<file path="src/rtl/hazard_ctrl.sv">
// Pipeline sequencer: latch enables/flushes and PC control from hazards, misses, redirects and halt.
// Optional PIPE_PERF_EN adds stall_cycles / flush_count performance counters.
module hazard_ctrl #(
    parameter int REGW = 5,
    parameter int CNTW = 32
) (
    input  logic            CLK,
    input  logic            nRST,
    input  logic            ihit,
    input  logic            dhit,
    input  logic            mem_dREN,
    input  logic            mem_dWEN,
    input  logic            ex_memRead,
    input  logic [REGW-1:0] ex_rd,
    input  logic [REGW-1:0] id_rs1,
    input  logic [REGW-1:0] id_rs2,
    input  logic            ex_redirect,
    input  logic            wb_halt,
    output logic            pc_en,
    output logic            pc_redirect,
    output logic            ifid_en,
    output logic            ifid_flush,
    output logic            idex_en,
    output logic            idex_flush,
    output logic            exmem_en,
    output logic            exmem_flush,
    output logic            memwb_en,
    output logic            memwb_flush,
`ifdef PIPE_PERF_EN
    output logic [CNTW-1:0] stall_cycles,
    output logic [CNTW-1:0] flush_count,
`endif
    output logic            halted
);

    typedef enum logic [1:0] {
        RUN   = 2'd0,
        DWAIT = 2'd1,
        HALT  = 2'd2
    } state_t;

    state_t state, state_n;
    logic   dpend;
    logic   luse;
    logic   active;

    if (CNTW < 1 || REGW < 1) begin : g_param_chk
        $error("hazard_ctrl: REGW and CNTW must be positive");
    end

    assign dpend  = (mem_dREN | mem_dWEN) & ~dhit;
    assign luse   = ex_memRead & (ex_rd != '0) &
                    ((ex_rd == id_rs1) | (ex_rd == id_rs2));
    assign active = (state != HALT);
    assign halted = (state == HALT);

    always_ff @(posedge CLK or negedge nRST) begin
        if (!nRST) begin
            state <= RUN;
        end else begin
            state <= state_n;
        end
    end

    always_comb begin
        state_n = state;
        priority case (1'b1)
            !active: state_n = HALT;
            wb_halt: state_n = HALT;
            dpend:   state_n = DWAIT;
            default: state_n = RUN;
        endcase
    end

    // A flushed latch is also enabled: it loads the bubble, never freezes.
    always_comb begin
        pc_en       = 1'b0;
        pc_redirect = 1'b0;
        ifid_en     = 1'b0;
        ifid_flush  = 1'b0;
        idex_en     = 1'b0;
        idex_flush  = 1'b0;
        exmem_en    = 1'b0;
        exmem_flush = 1'b0;
        memwb_en    = 1'b0;
        memwb_flush = 1'b0;
        if (active && !wb_halt && !dpend) begin
            exmem_en = 1'b1;
            memwb_en = 1'b1;
            idex_en  = 1'b1;
            priority case (1'b1)
                ex_redirect: begin
                    pc_en       = 1'b1;
                    pc_redirect = 1'b1;
                    ifid_en     = 1'b1;
                    ifid_flush  = 1'b1;
                    idex_flush  = 1'b1;
                end
                luse: begin
                    idex_flush = 1'b1;
                end
                !ihit: begin
                    ifid_en    = 1'b1;
                    ifid_flush = 1'b1;
                end
                default: begin
                    pc_en   = 1'b1;
                    ifid_en = 1'b1;
                end
            endcase
        end
    end

`ifdef PIPE_PERF_EN
    always_ff @(posedge CLK or negedge nRST) begin
        if (!nRST) begin
            stall_cycles <= '0;
            flush_count  <= '0;
        end else if (active) begin
            if (!pc_en) begin
                stall_cycles <= stall_cycles + 1'b1;
            end
            if (pc_redirect) begin
                flush_count <= flush_count + 1'b1;
            end
        end
    end
`endif

endmodule

</file>
<file path="config.mk">
export PLATFORM = sky130hd
export DESIGN_NAME = hazard_ctrl
export DESIGN_NICKNAME = d
export VERILOG_FILES = /design/src/rtl/hazard_ctrl.sv
export SDC_FILE = /design/constraint.sdc
export NUM_CORES = 1
export LEC_CHECK = 0
export ABC_AREA = 0
export BUFFER_PORTS_ARGS = -buffer_cell sky130_fd_sc_hd__buf_2
export CAP_MARGIN = 10
export CORE_AREA = 2 2 39 41
export DETAILED_ROUTE_END_ITERATION = 8
export DIE_AREA = 0 0 41 43
export PLACE_DENSITY = 0.69
export SYNTH_ARGS = -nofsm -noshare
export SYNTH_HDL_FRONTEND = slang
export SYNTH_SLANG_ARGS = --single-unit
export TNS_END_PERCENT = 30
</file>
<file path="constraint.sdc">
create_clock -name CLK -period 1.5 [get_ports CLK]
set_clock_uncertainty 0.2 [all_clocks]
set_input_delay 0.075 -clock CLK [delete_from_list [all_inputs] [get_ports CLK]]
set_output_delay 0.075 -clock CLK [all_outputs]
set_load 0.05 [all_outputs]
</file>
# Word-level counts from Yosys, hierarchy flattened
# Index checks and enable logic that the tools add are counted.
[word_totals] ff_bits=2 word_cells=36 input_bits=24 out_inout_bits=11
[op_classes] reduce_logical=5 n_mux=20 bitwise_logic=6 eq_ne=4
[ops] op="1-bit two-way mux" count=18
[ops] op="5-bit == test" count=2
[ops] op="5-bit nonzero test" count=1
[ops] op="2-bit two-way mux" count=2
[ops] op="1-bit bitwise AND" count=3
[ops] op="2-bit == test (second input constant)" count=1
[ops] op="1-bit logical AND" count=2
[ops] op="1-bit zero test" count=2
[ops] op="2-bit != test (second input constant)" count=1
[ops] op="1-bit bitwise OR" count=2
[ops] op="1-bit inverter" count=1

# Longest topological paths before layout
# Gate-level depths: netlist (run 1).
[logic_depth] word_depth=6 depth_mapped=4 depth_no_buf=4

# Worst setup path before layout (run 1)
# No wires, ideal clock.
[synth_path] kind="reg-to-output" start="register state[1]" end="output ifid_flush" slack_ns=-1.290 arrival_time_ns=2.515 t_required_ns=1.225 path_buffers=0 path_stages_with_launch=5 cell_sequence="dfrtp_1 > nor2b_1 > nor3b_2 > o21ai_0 > a21oi_1"
[synth_via] elab_chain_len=4
[synth_lines] element="start: declaration" line_no="42" rtl="state_t state, state_n;"
[synth_lines] element="start signal: assignment" line_no="61" rtl="state <= state_n;"
[synth_lines] element="2-bit != test" line_no="54" rtl="assign active = (state != HALT);"
[synth_lines] element="1-bit logical AND (2 in a row)" line_no="87" rtl="if (active && !wb_halt && !dpend) begin"
[synth_lines] element="1-bit two-way mux" line_no="87"
[synth_lines] element="end: declaration" line_no="22" rtl="output logic ifid_flush,"
# Every way passes these cells.

# Final worst setup path (run 1)
[layout_path] start="register state[1]" end="output idex_flush"
[layout_via] elab_chain_len=4
[layout_lines] element="2-bit != test" line_no="54"
[layout_lines] element="1-bit logical AND (2 in a row)" line_no="87"
[layout_lines] element="1-bit two-way mux" line_no="87"
[layout_lines] element="end: declaration" line_no="24" rtl="output logic idex_flush,"
# Every way passes these cells.

==> metrics.txt, run 1 <==
leakage dissipation=0.324 nW; Skew-Pair Late Insertion Delay=around 220 ps; # setup viols final=8; htree depth=1; router iterations before antenna repair=2; violated checks=setup timing; layout cells sized above 1=roughly two thirds; RSZ-0062 raised after global routing=yes; Worst Path Buf+Inv=1; Initial Util=between 20% and 30%; critical path's largest stage delay=between 300 and 400 ps; status=complete, but fails checks; sequential fraction of the synthesis area=roughly 16%; most common cell in the netlist=xnor2_1; Reg with most FFs=state; Worst Path Required=1220 ps; power per cell area=between 400 and 500 nW/um2; clock buffer depth=2; Yosys cell types=21; Total GRT Usage=around an eighth; CP Capture Type=output pin; vias in the first global route=400; Power, Total=a little under 0.0003 W; Synth Register Bits=2; PortBufs=32; Routability Congestion=0.612; Routed Antenna Nets=0; final HPWL from detailed placement=between 800 and 900 um; Comb pwr share=between 40% and 50%; CP max FO=5; final wirelength=around 950 um; final setup margin=-209 ps; worst slack at placement=-216 ps; period utilization=114%; number of flip-flops under the largest register name=2; hold slack=31.5 ps; total die area=between 1500 and 2000 um2; CP max stage cell=dfrtp_1; Async SR Flop Fraction=100%; Mapped Area=308 um2; min cycle time layout=roughly 1700 ps; Most used DFF post-synth=dfrtp_1; power share of the clock group=40.7%; die width=about 41 um; DRC errors left=0; Critical Path Start Type=flop; top cell type's share of synthesized area=28.5%; Crit path max-delay family=simple AND/OR/NAND/NOR gates; Synth Area per Inst=just under 8 um2; num ports=35; NetSw=0.0000848 W; CTS tree=yes; vias per cell=between 4 and 5; largest net degree at the start of global routing=6; commonest cells in the netlist=xnor2_1, buf_4; max-cap violations=0; synth warn=0; max_slew headroom=between 60% and 70%; critical setup path kind=flop to output pin; cell taking the most area after synthesis=xnor2_1; Reg power frac=a little under a fifth; antenna violations before repair=0; Worst EP arrival=around 1400 ps; P_int=0.000204 W; Final Cell Area=~680 um2; achievable frequency=about 590 MHz; Hold Vio Cnt, Final=0; pin slew with the least headroom to its limit=~560 ps; # nets final=107; Max Slew Vio Count=0; maximum VDD drop=147 uV; DP Area=about 580 um2; switching fraction of total power=roughly 29%; Vias=around 420; clock sinks=2; CTS clock-pin slew for the worst setup and hold paths=30 ps; Post-synth EDFFs=0; Rows=14; main area contributors after synthesis=xnor2_1, dfrtp_1, buf_4; first-pass GRT wire length=1.46 mm; Area growth syn-to-layout=121%; Placeable Area=1380 um2; Post-Syn Instances=39; average wire per standard cell=just under 10 um; total gr overflow=0; CTS Buf Count=3; number of diodes=0; DR iter-0 viols=2; crit path cell chain=nor2b_4 > nor3b_4 > and2_4 > a21o_4 > buf_8; Root Driver=clkbuf_4; biggest regs=state (2); Die Y=approximately 43 um; Hold Path Class=input pin to flop
tightest hold or removal path, cell delays in order:
cell and delay [ps]:
buf_2 70, o21bai_1 120, buf_4 120, nor2_1 30
routing by layer:
layer	vias to the layer above	part of all wire, %	track usage, %
met5	-	0	0
met4	0	0	10.0
met3	0	10	3.14
met2	24	60	24.1
met1	182	29	9.81
li1	212	-	-
stage by stage:
stage | std cells | setup TNS [ps] | utilization [%]
floorplan | 40 | -2710 | -
global placement | 91 | -736 | 41.9
detailed placement | 91 | -859 | 41.9
CTS | 97 | -1480 | 48.9
global route | 97 | -2080 | 49.2
finish | 97 | -1380 | 49.2
layout by cell type (no fill, tap or decap), drive strengths merged, types with 2 or more instances in the layout:
master / n
a21oi: 2
buf: 40
clkbuf: 3
conb: 2
dfrtp: 2
dlygate4sd3: 2
nand2: 2
nand3: 2
nor2: 2
nor3b: 2
o21ai: 3
xnor2: 10
worst paths after layout:
check / endpoint / startpoint / slack (ps) / depth (start not counted)
min reg2reg: state[1]$_DFF_PN0_ / state[1]$_DFF_PN0_ / 630 / 3
max in group asynchronous: state[0]$_DFF_PN0_ / nRST / 440 / 3
min in group asynchronous: state[1]$_DFF_PN0_ / nRST / 530 / 3
min: state[0]$_DFF_PN0_ / dhit / 30 / 4
max: idex_flush / state[1]$_DFF_PN0_ / -210 / 5
max reg2reg: state[0]$_DFF_PN0_ / state[1]$_DFF_PN0_ / 250 / 4
logic make-up after synthesis:
logic type | count (synthesis) | share of synthesized area (%)
AO/OA/AOI/OAI | 9 | 18.7
AND/OR/NAND/NOR | 12 | 24.4
buffers and inverters | 5 | 11.0
other | 1 | 1.22
XOR/XNOR | 10 | 28.5
flip-flops | 2 | 16.3
cell type report:
type	instances	area (um2)
fill	145	703
multi-input combinational	33	298
timing repair buffer	42	287
sequential	2	50.0
clock buffer	3	22.5
tap	16	20.0
inverter	1	3.75
power groups by stage:
| stage | combinational, W | clock, W | sequential (W) |
|---|---|---|---|
| after detailed placement | 0.000114 | 0 | 0.0000549 |
| after CTS | 0.000119 | 0.000125 | 0.0000544 |
| final | 0.000117 | 0.000117 | 0.0000544 |
| after global placement | 0.000112 | 0 | 0.0000549 |
| after global routing | 0.000128 | 0.000134 | 0.0000543 |
| after floorplan | 0.0000588 | 0 | 0.0000550 |
what timing repair did:
item                                   4_1_cts  5_1_grt
pin swaps                                    3        0
hold buffers                                 2        0
gates resized for setup                     15        1
endpoints found under the hold margin        2        0
buffers inserted                             1        0
setup endpoints to repair                    8        8
gates cloned                                 0        0
No activity file was read; power rests on OpenSTA's default activity.
==> run 2, diff against run 1 <==
- REMOVE_ABC_BUFFERS: default -> 1
==> run 2 against run 1 <==
  * The flow still finishes with violations (setup timing)
  * Die area is the same
  * Critical path depth stayed put
  * Global-route usage up 0.61 points
  * Flip-flop and latch count is the same
  * Clock power about the same
  * Utilization decreased by 3.0 points
  * Wire length up 4.8%
  * Cell count increased by 1.0%
  * Clock-buffer cell count unchanged
==> metrics.txt, run 2 (synthesis gave the netlist of run 1 again) <==
Placeable Area=between 1000 and 1500 um2; DRC errors left=0; Worst Path Buf+Inv=1; worst r2r src=state[1]$_DFF_PN0_; final HPWL from detailed placement=around 830 um; Critical Path End=idex_flush; Vias=427; min cycle time layout=1690 ps; violated checks=setup timing; Rows=14; Area growth syn-to-layout=108%; post-layout util=46.2%; non-filler cells, final=98; Hold Path Class=input pin to flop; Worst R2R Setup Slack=250 ps; Comb pwr share=39.5%; power per cell area=about 450 nW/um2; leakage dissipation=~0.33 nW; CTS tree=yes; P_int=between 0.0002 and 0.00025 W; dpl cells=93; routed length on met2=between 500 and 600 um; Reg with most FFs=state; area occupied by multi-input gates=about 250 um2; Critical Path Start Type=flop; DR top layer=met3; NetSw=roughly 0.00008 W; total gr overflow=0; met1 WL=roughly 300 um; number of diodes=0; CP max FO=3; setup_tns=-877 ps; CP Capture Type=output pin; critical setup path kind=flop to output pin; vias in the first global route=456; CP max stage cell=dfrtp_1; stages on the worst setup path=5; reg2reg end=state[0]$_DFF_PN0_; switching fraction of total power=approximately 28%; biggest regs=state (2); setup bufs post-CTS=0; maximum VDD drop=between 150 and 200 uV; worst r2r path cells=4; Reg area=50.0 um2; total die area=1760 um2; Crit path max-delay family=simple AND/OR/NAND/NOR gates; final wirelength=999 um; num ports=35; clock buffer depth=2; # setup viols final=8; critical path's largest stage delay=350 ps; Total GRT Usage=a little over an eighth; crit path cell chain=nor2b_4 > or2_1 > nor3b_2 > a21o_1 > buf_6; Routability Congestion=roughly 0.61; first-pass GRT wire length=~1.6 mm; Root Driver=clkbuf_4; die width=just over 40 um; period utilization=113%; Max Slew Vio Count=0; Die Y=43 um; RSZ-0062 raised after global routing=yes; Skew-Pair Late Insertion Delay=220 ps; PortBufs=32; power share of the clock group=approximately 41%; htree depth=1; Initial Util=22.2%; largest net degree at the start of global routing=6; max-cap violations=0; worst slack at placement=-175 ps; Worst EP arrival=~1400 ps; CTS clock-pin slew for the worst setup and hold paths=about 30 ps; achievable frequency=~600 MHz; clock sinks=2; Routed Antenna Nets=0; Reg power frac=19.0%; Hold Vio Cnt, Final=0; average wire per standard cell=approximately 10 um; # nets final=between 100 and 150; most common cell after layout, fill and taps aside=buf_2; antenna violations before repair=0; Power, Total=0.000286 W; origin of the worst setup path=state[1]$_DFF_PN0_; DR iter-0 viols=0; vias per cell=about 4.4; layout cells sized above 1=roughly 62%; router iterations before antenna repair=1; Worst Path Required=1220 ps; commonest non-fill, non-tap cells in the layout=buf_2, buf_4, xnor2_1; status=complete, but fails checks; total length of routed met3 wires=106 um; fill count=140; CTS Buf Count=3; number of flip-flops under the largest register name=2; final setup margin=-193 ps
## run 2: changes by cell type in the layout (fill, tap and decap cells not counted), moves of 2 or more
cell / before / now
o21ai_1: 0 / 2
a21oi_4: 2 / 0
a21oi_1: 0 / 2
buf_6: 3 / 6
o21ai_2: 3 / 1
buf_8: 2 / 0
## run 2: stage by stage
step           cell area [um2]  hold slack, ps
4_1_cts                    639            27.3
5_1_grt                    639            60.2
3_5_place_dp               529            -340
3_3_place_gp               529            -341
2_1_floorplan              282            -421
6_report                   639            41.3
## run 2: power by group through the flow
stage | Combinational (W) | Sequential, W | Clock (W)
6_report | 0.000113 | 0.0000544 | 0.000118
5_1_grt | 0.000124 | 0.0000543 | 0.000132
4_1_cts | 0.000115 | 0.0000544 | 0.000124
3_5_place_dp | 0.000107 | 0.0000549 | 0
3_3_place_gp | 0.000104 | 0.0000549 | 0
2_1_floorplan | 0.0000479 | 0.0000550 | 0
## run 2: how the worst min path moves through the flow
| stage | start | to | slack [ps] | depth (start not counted) |
|---|---|---|---|---|
| final | dhit | state[0]$_DFF_PN0_ | 40 | 4 |
| after global routing | dhit | state[0]$_DFF_PN0_ | 60 | 4 |
| after CTS | dhit | state[0]$_DFF_PN0_ | 30 | 4 |
| after detailed placement | nRST | state[1]$_DFF_PN0_ | -340 | 1 |
| after global placement | nRST | state[0]$_DFF_PN0_ | -340 | 1 |
| after floorplan | nRST | state[0]$_DFF_PN0_ | -420 | 0 |
## run 2: cell type report
| type | instances | share of cell area (%) |
|---|---|---|
| timing repair buffer | 43 | 45.4 |
| clock buffer | 3 | 3.52 |
| tap | 16 | 3.13 |
| multi-input combinational | 33 | 39.5 |
| inverter | 1 | 0.587 |
| sequential | 2 | 7.83 |
## run 2: per-layer routing
layer | up-vias | global-route usage, %
met5 | - | 0
met4 | 0 | 8.00
li1 | 215 | -
met3 | 0 | 0.524
met1 | 186 | 11.4
met2 | 26 | 26.9
## run 2: worst reg2reg max path, stage by stage (launching register included)
cell,delay [ps]
dfrtp_1,350
nor2b_4,130
or2_1,250
buf_4,140
nor2_1,100
## run 2: what timing repair did
action	CTS	global route
gates resized for setup	21	1
pin swaps	5	1
hold buffers	2	0
endpoints found under the hold margin	2	0
endpoints found under the setup margin	8	8
